## src/rtl/tone_sequencer_pkg.sv

```systemverilog
// Shared definitions for the tone sequencer: state encoding, default widths
// and the duration value that marks the end of a song.
package tone_sequencer_pkg;

    typedef enum logic [1:0] {
        ST_IDLE  = 2'd0,
        ST_LOAD  = 2'd1,
        ST_PLAY  = 2'd2,
        ST_PAUSE = 2'd3
    } state_t;

    localparam int DEF_NUM_NOTES = 16;
    localparam int DEF_PERIOD_W  = 12;
    localparam int DEF_DUR_W     = 20;

    // A table entry whose duration equals this value ends the song.
    localparam logic [31:0] END_MARKER_DUR = 32'd0;

endpackage

```

## src/rtl/tone_sequencer_note_table.sv

```systemverilog
// Note table: NUM_NOTES entries of {half_period, duration}, one write port and
// one registered read port. A write to the address being read in the same
// cycle is forwarded into the read register, so the entry is visible on the
// read port the following cycle.
module tone_sequencer_note_table #(
    parameter int NUM_NOTES = 16,
    parameter int PERIOD_W  = 12,
    parameter int DUR_W     = 20,
    parameter int ADDR_W    = $clog2(NUM_NOTES)
) (
    input  logic                i_clk,
    input  logic                i_wr_en,
    input  logic [ADDR_W-1:0]   i_wr_addr,
    input  logic [PERIOD_W-1:0] i_wr_period,
    input  logic [DUR_W-1:0]    i_wr_dur,
    input  logic [ADDR_W-1:0]   i_rd_addr,
    output logic [PERIOD_W-1:0] o_rd_period,
    output logic [DUR_W-1:0]    o_rd_dur
);

    localparam int ENTRY_W = PERIOD_W + DUR_W;

    logic [ENTRY_W-1:0] r_mem [NUM_NOTES];
    logic [ENTRY_W-1:0] r_rd_data;
    logic [ENTRY_W-1:0] w_wr_data;

    assign w_wr_data = {i_wr_period, i_wr_dur};

    // Storage write; contents deliberately survive reset.
    always_ff @(posedge i_clk) begin
        if (i_wr_en) begin
            r_mem[i_wr_addr] <= w_wr_data;
        end
    end

    // Registered read with same-cycle write forwarding.
    always_ff @(posedge i_clk) begin
        if (i_wr_en && (i_wr_addr == i_rd_addr)) begin
            r_rd_data <= w_wr_data;
        end else begin
            r_rd_data <= r_mem[i_rd_addr];
        end
    end

    assign {o_rd_period, o_rd_dur} = r_rd_data;

endmodule

```

## src/rtl/tone_sequencer.sv

```systemverilog
// Tone sequencer: walks the note table, driving half_period/tone_en to the
// square-wave generator. Durations are counted in next_sample strobes.
// The table read address is the index the FSM will hold after this edge, so
// the read register already holds the right entry during the LOAD cycle.
module tone_sequencer
    import tone_sequencer_pkg::*;
#(
    parameter int NUM_NOTES = DEF_NUM_NOTES,
    parameter int PERIOD_W  = DEF_PERIOD_W,
    parameter int DUR_W     = DEF_DUR_W,
    parameter int LOOP      = 1,
    parameter int ADDR_W    = $clog2(NUM_NOTES)
) (
    input  logic                i_clk,
    input  logic                i_rst,
    input  logic                i_next_sample,
    input  logic                i_play_pause,
    input  logic                i_stop,
    input  logic                i_wr_en,
    input  logic [ADDR_W-1:0]   i_wr_addr,
    input  logic [PERIOD_W-1:0] i_wr_period,
    input  logic [DUR_W-1:0]    i_wr_dur,
    output logic [PERIOD_W-1:0] o_half_period,
    output logic                o_tone_en,
    output logic [ADDR_W-1:0]   o_note_idx,
    output logic                o_note_start,
    output logic                o_playing
);

    state_t              r_state;
    logic [ADDR_W-1:0]   r_note_idx;
    logic [DUR_W-1:0]    r_dur_cnt;
    logic [PERIOD_W-1:0] r_half_period;
    logic                r_tone_en;
    logic                r_note_start;
    logic                r_playing;

    logic [ADDR_W-1:0]   w_idx_nxt;
    logic                w_to_idle;
    logic [PERIOD_W-1:0] w_rd_period;
    logic [DUR_W-1:0]    w_rd_dur;
    logic                w_end_marker;
    logic                w_last_idx;
    logic                w_note_done;

    assign w_end_marker = (w_rd_dur == END_MARKER_DUR[DUR_W-1:0]);
    assign w_last_idx   = (r_note_idx == ADDR_W'(NUM_NOTES - 1));
    assign w_note_done  = i_next_sample && (r_dur_cnt == DUR_W'(1));

    tone_sequencer_note_table #(
        .NUM_NOTES (NUM_NOTES),
        .PERIOD_W  (PERIOD_W),
        .DUR_W     (DUR_W),
        .ADDR_W    (ADDR_W)
    ) u_note_table (
        .i_clk       (i_clk),
        .i_wr_en     (i_wr_en),
        .i_wr_addr   (i_wr_addr),
        .i_wr_period (i_wr_period),
        .i_wr_dur    (i_wr_dur),
        .i_rd_addr   (w_idx_nxt),
        .o_rd_period (w_rd_period),
        .o_rd_dur    (w_rd_dur)
    );

    // Next note index and the "return to IDLE" decision, shared by the
    // read address and the FSM so both always agree.
    always_comb begin
        w_idx_nxt = r_note_idx;
        w_to_idle = 1'b0;
        if (i_rst || i_stop) begin
            w_idx_nxt = '0;
            w_to_idle = i_stop;
        end else begin
            case (r_state)
                ST_IDLE: w_idx_nxt = '0;
                ST_LOAD: begin
                    if (w_end_marker) begin
                        w_idx_nxt = '0;
                        // An end marker at entry 0 means an empty song: stop
                        // rather than spin in LOAD forever.
                        w_to_idle = !((LOOP != 0) && (r_note_idx != '0));
                    end
                end
                ST_PLAY: begin
                    if (!i_play_pause && w_note_done) begin
                        w_idx_nxt = w_last_idx ? '0 : r_note_idx + 1'b1;
                        w_to_idle = w_last_idx && (LOOP == 0);
                    end
                end
                default: w_idx_nxt = r_note_idx;
            endcase
        end
    end

    // Sequencer FSM with registered outputs; going idle overrides any
    // transition chosen by the state case.
    always_ff @(posedge i_clk) begin
        if (i_rst) begin
            r_state       <= ST_IDLE;
            r_note_idx    <= '0;
            r_dur_cnt     <= '0;
            r_half_period <= '0;
            r_tone_en     <= 1'b0;
            r_note_start  <= 1'b0;
            r_playing     <= 1'b0;
        end else begin
            r_note_start <= 1'b0;
            r_note_idx   <= w_idx_nxt;
            case (r_state)
                ST_IDLE: begin
                    if (i_play_pause) begin
                        r_state   <= ST_LOAD;
                        r_playing <= 1'b1;
                    end
                end
                ST_LOAD: begin
                    // Outputs hold the previous note here so there is no
                    // gap in the tone between consecutive notes.
                    if (!w_end_marker) begin
                        r_half_period <= w_rd_period;
                        r_dur_cnt     <= w_rd_dur;
                        r_tone_en     <= (w_rd_period != '0);
                        r_note_start  <= 1'b1;
                        r_state       <= ST_PLAY;
                    end
                end
                ST_PLAY: begin
                    // A pause that coincides with a sample swallows that sample.
                    if (i_play_pause) begin
                        r_state   <= ST_PAUSE;
                        r_tone_en <= 1'b0;
                    end else if (i_next_sample) begin
                        if (r_dur_cnt == DUR_W'(1)) begin
                            r_dur_cnt <= '0;
                            r_state   <= ST_LOAD;
                        end else if (r_dur_cnt != '0) begin
                            r_dur_cnt <= r_dur_cnt - 1'b1;
                        end
                    end
                end
                ST_PAUSE: begin
                    if (i_play_pause) begin
                        r_state   <= ST_PLAY;
                        r_tone_en <= (r_half_period != '0);
                    end
                end
                default: r_state <= ST_IDLE;
            endcase
            if (w_to_idle) begin
                r_state       <= ST_IDLE;
                r_playing     <= 1'b0;
                r_tone_en     <= 1'b0;
                r_half_period <= '0;
                r_dur_cnt     <= '0;
                r_note_start  <= 1'b0;
            end
        end
    end

    assign o_half_period = r_half_period;
    assign o_tone_en     = r_tone_en;
    assign o_note_idx    = r_note_idx;
    assign o_note_start  = r_note_start;
    assign o_playing     = r_playing;

endmodule

```

## config.mk

```make
export PLATFORM = sky130hd
export DESIGN_NAME = tone_sequencer
export DESIGN_NICKNAME = d
export VERILOG_FILES = /design/src/rtl/tone_sequencer_pkg.sv /design/src/rtl/tone_sequencer_note_table.sv /design/src/rtl/tone_sequencer.sv
export SDC_FILE = /design/constraint.sdc
export NUM_CORES = 1
export LEC_CHECK = 0
export CAP_MARGIN = 0
export CELL_PAD_IN_SITES_DETAIL_PLACEMENT = 0
export CELL_PAD_IN_SITES_GLOBAL_PLACEMENT = 1
export CORE_ASPECT_RATIO = 0.75
export CORE_MARGIN = 5
export CORE_UTILIZATION = 45
export CTS_CLUSTER_DIAMETER = 80
export DETAILED_ROUTE_END_ITERATION = 7
export HOLD_SLACK_MARGIN = 0.08
export PLACE_DENSITY = 0.73
export REMOVE_ABC_BUFFERS = 1
export SLEW_MARGIN = 20
export SYNTH_ARGS = -nofsm -noshare
export SYNTH_HDL_FRONTEND = slang
export SYNTH_SLANG_ARGS = --single-unit
```

## constraint.sdc

```tcl
create_clock -name i_clk -period 12.4 [get_ports i_clk]
set_input_delay 2.48 -clock i_clk [delete_from_list [all_inputs] [get_ports i_clk]]
set_output_delay 2.48 -clock i_clk [all_outputs]
set_load 0.02 [all_outputs]
```

==> impl_metrics.csv <==
group,metric,value,unit
outcome,outcome,"complete, no violations",
finish,drive_gt1_share,20.3,%
synth,post_synth_edffs,512,
worst_setup_path,crit_path_max_incr_delay,0.91,ns
die,coreArea,48500,um^2
worst_setup_path,critical_path.n_buffers_inverters,2,
synth,synth.top_cells.by_area,"edfxtp_1 70%, mux4_2 12%, dfxtp_1 4.1%",
finish,num_antenna_cells,0,
route,detail_route.first_pass.iterations,5,
cts,cts_buffers,53,
cts,insertion_delay,0.59,ns
cts,cts.path.max_buffers,3,
timing,tns,0,ns
timing,report.final.hold_viol_count,0,
placed_design,place.gp.congestion,0.808,
timing,fin_hold_ws,0.481,ns
finish,area_growth_syn_to_layout,14.6,%
timing,rsz_0062_raised_after_global_routing,"false",
synth,netlist.area_leader.share,70.0,%
route,route.vias.total,11437,
cts,tritoncts,"built",
synth,synthFlopType,"edfxtp_1",
pwr,power.static_leakage,7.60,nW
placed_design,dp_hpwl,27.7,mm
die,placement_rows,70,
worst_setup_path,crit_path_end_kind,"register",
cts,cts_root_buf,"clkbuf_16",
synth,syn_area,22000,um^2
synth,async_reset_ff_share,0,%
global_route,grt_max_degree,44,
global_route,all_layer_global_routing_usage,19.0,%
route,post_detailed_route_wirelength_per_cell,26.6,um
cts,holdBufCountCts,0,
pwr,worst_case_vdd_ir_drop,0.102,mV
timing,post-route-min-period,5.48,ns
timing,clock-skew-final,0.0155,ns
synth,ys_warn_count,0,
finish,design.final.nets,1283,
route,drc_errors,0,
timing,slew_headroom,26.3,%
worst_setup_path,crit_type,"reg -> reg",
synth,synth.avg_cell_area,19.1,um^2
global_route,grt_remaining_overflow,0,
die,die_x,265,um
global_route,antenna_found_initial,2,
die,io_pins,61,
worst_setup_path,start_kind,"register",
route,antenna_left,0,
worst_setup_path,worst_path_max_fanout,43,
route,vias_per_cell,5.93,
die,initial_core_util,45.3,%
pwr,pwr_density_cell,153,nW/um^2
timing,report.final.slew_viol_count,0,
cts,cts_num_sinks,557,
run,number_of_violations_of_the_max_capacitance_limit,0,
synth,synth_area_leader_cell,"edfxtp_1",
timing,final-setup-viol-count,0,
die,die_height,201,um
global_route,grt_pass1_wl,76.3,mm
route,route.final.wire_length,51.3,mm
placed_design,portBuffers,60,
timing,fin_crit_sh,44.2,%
cts,cts_resized,0,
global_route,first_global_vias,11563,
hold_path,hold_class,"reg -> reg",
route,drt_iter0_markers,1253,
cts,post_cts_buffers,0,
pwr,totalPowerFinal,0.00385,W
synth,netlist_instances,1153,
worst_setup_path,register_to_register_setup_slack,6.92,ns
worst_setup_path,timing.critical_path.arrival,5.90,ns
cts,cts.htree.levels,2,
worst_setup_path,critical-path-top-cell-by-count,"buf_4",
cts,worst_setup_hold_path_clk_slew,0.06,ns
synth,synth-seq-cells,557,
timing,max_freq,182,MHz
worst_setup_path,cpLargestDelayFamily,"buffers and inverters",
synth,synthDistinctLibCells,62,
synth,yosysSeqAreaShare,74.1,%
worst_setup_path,crit_path_top_delay_cell,"o21ai_4",
worst_setup_path,critPathRequiredTime,12.82,ns
timing,transition_at_the_pin_with_the_smallest_max_transition_slack,1.10,ns
worst_setup_path,path_cells,"buf_4 -> buf_4 -> mux4_2 -> a22o_1 -> or3_1 -> nor4b_1 -> and4b_4 -> nand3_2 -> o21ai_4 -> nor4_1",
die,dieArea,53400,um^2
[state kept, by name (all words and copies together), names as in the netlist, named ones only]
signal,count
o_half_period,12
o_note_idx,4
o_note_start,1
o_playing,1
o_tone_en,1
r_dur_cnt,20
r_state,2
u_note_table.r_mem,512
[path summary, 6_finish.rpt]
| path | start | end | cells past startpoint |
|---|---|---|---|
| worst min register to register | r_dur_cnt[9]$_SDFFE_PP0P_ | r_dur_cnt[9]$_SDFFE_PP0P_ | 2 |
| worst min-delay path | r_dur_cnt[9]$_SDFFE_PP0P_ | r_dur_cnt[9]$_SDFFE_PP0P_ | 2 |
| worst max register to register | register | r_dur_cnt[14]$_SDFFE_PP0P_ | 10 |
| worst max-delay path | register | r_dur_cnt[14]$_SDFFE_PP0P_ | 10 |
[kinds of logic (layout without fill, tap and decap cells)]
group | Yosys count | after routing | synth area share, %
AND/OR/NAND/NOR | 197 | 197 | 4.41
adder cells (fa/ha/maj) | 4 | 4 | 0.228
flip-flops | 557 | 557 | 74.1
buffers and inverters | 65 | 193 | 1.50
XOR/XNOR | 11 | 11 | 0.439
multiplexers | 174 | 174 | 14.7
AO/OA/AOI/OAI | 145 | 145 | 4.62
[placed cells by master (no fill, tap or decap), drive strengths merged, types with 3 or more instances in the layout]
master         netlist  final
o22ai                7      7
ha                   4      4
nand4                3      3
nand3               16     16
nor4                14     14
a21oi               26     26
mux4               119    119
nor3                22     22
clkdlybuf4s50        0     60
nand2               39     39
or3                  4      4
and2                 6      6
inv                  7      8
a211oi               9      9
dfxtp               45     45
edfxtp             512    512
o211ai               3      3
bufinv               0      6
clkbuf              27     72
clkinv               0     19
mux2i               51     51
a22oi               27     27
a221oi              15     15
buf                 31     27
xor2                 4      4
a22o                 4      4
nor2b                8      8
xnor2                7      7
a31oi                5      5
o21ai               31     31
nand2b               5      5
nor2                67     67
mux2                 4      4
[area by class of cell]
cell class                      instances  area [um^2]
Clock buffer                           72         1440
Sequential cell                       557        16300
Tap cell                              648          811
Clock inverter                         27          305
Inverter                                7         26.3
Multi-Input combinational cell        531         5500
Timing Repair Buffer                   87          823
Fill cell                            3897        23300
[cell usage after synthesis (3+ instances only)]
cell / n
nor3_1: 22
nand2b_1: 5
o21ai_0: 30
buf_1: 7
nor2b_1: 8
mux4_2: 119
buf_6: 6
nand2_1: 39
a21oi_1: 26
a31oi_1: 4
nor4_1: 13
a22oi_1: 27
ha_1: 4
and2_1: 6
o211ai_1: 3
inv_1: 6
mux2_2: 4
mux2i_1: 51
buf_2: 11
nand3_1: 15
xor2_1: 4
xnor2_1: 7
clkbuf_1: 27
a221oi_1: 15
a22o_1: 4
buf_4: 7
edfxtp_1: 512
o22ai_1: 7
nor2_1: 67
nand4_1: 3
a211oi_1: 8
dfxtp_1: 45
or3_1: 4
[power by group]
part | switching, W | internal, W
Clock | 0.000684 | 0.000938
Combinational | 0.0000801 | 0.0000435
Sequential | 0.0000116 | 0.00209
Total | 0.000776 | 0.00307
[tightest hold or removal path: stages (launching register included)]
cell	delay (ns)
dfxtp_1	0.31
nand3_1	0.07
a21oi_1	0.06
[stage by stage]
| stage | area, um^2 | cells | setup WS, ns | utilization [%] |
|---|---|---|---|---|
| finish | 25200 | 1929 | 6.92 | 51.9 |
| global route | 25200 | 1929 | 6.50 | 51.9 |
| CTS | 25200 | 1928 | 6.81 | 51.8 |
| detailed placement | 23400 | 1829 | 6.83 | 48.3 |
| global placement | 23400 | 1829 | 6.89 | 48.2 |
| floorplan | 21700 | 1095 | 3.40 | - |
[per-layer routing]
layer	global-route usage [%]	wire, um	share of wire (%)	vias up
met5	0	21	0.041	-
met4	3.27	692	1.3	4
met3	3.28	3790	7.4	65
met2	28.2	23200	45	419
met1	30.4	23600	46	6010
li1	-	-	-	4939
Power figures use the tool's default switching activity.
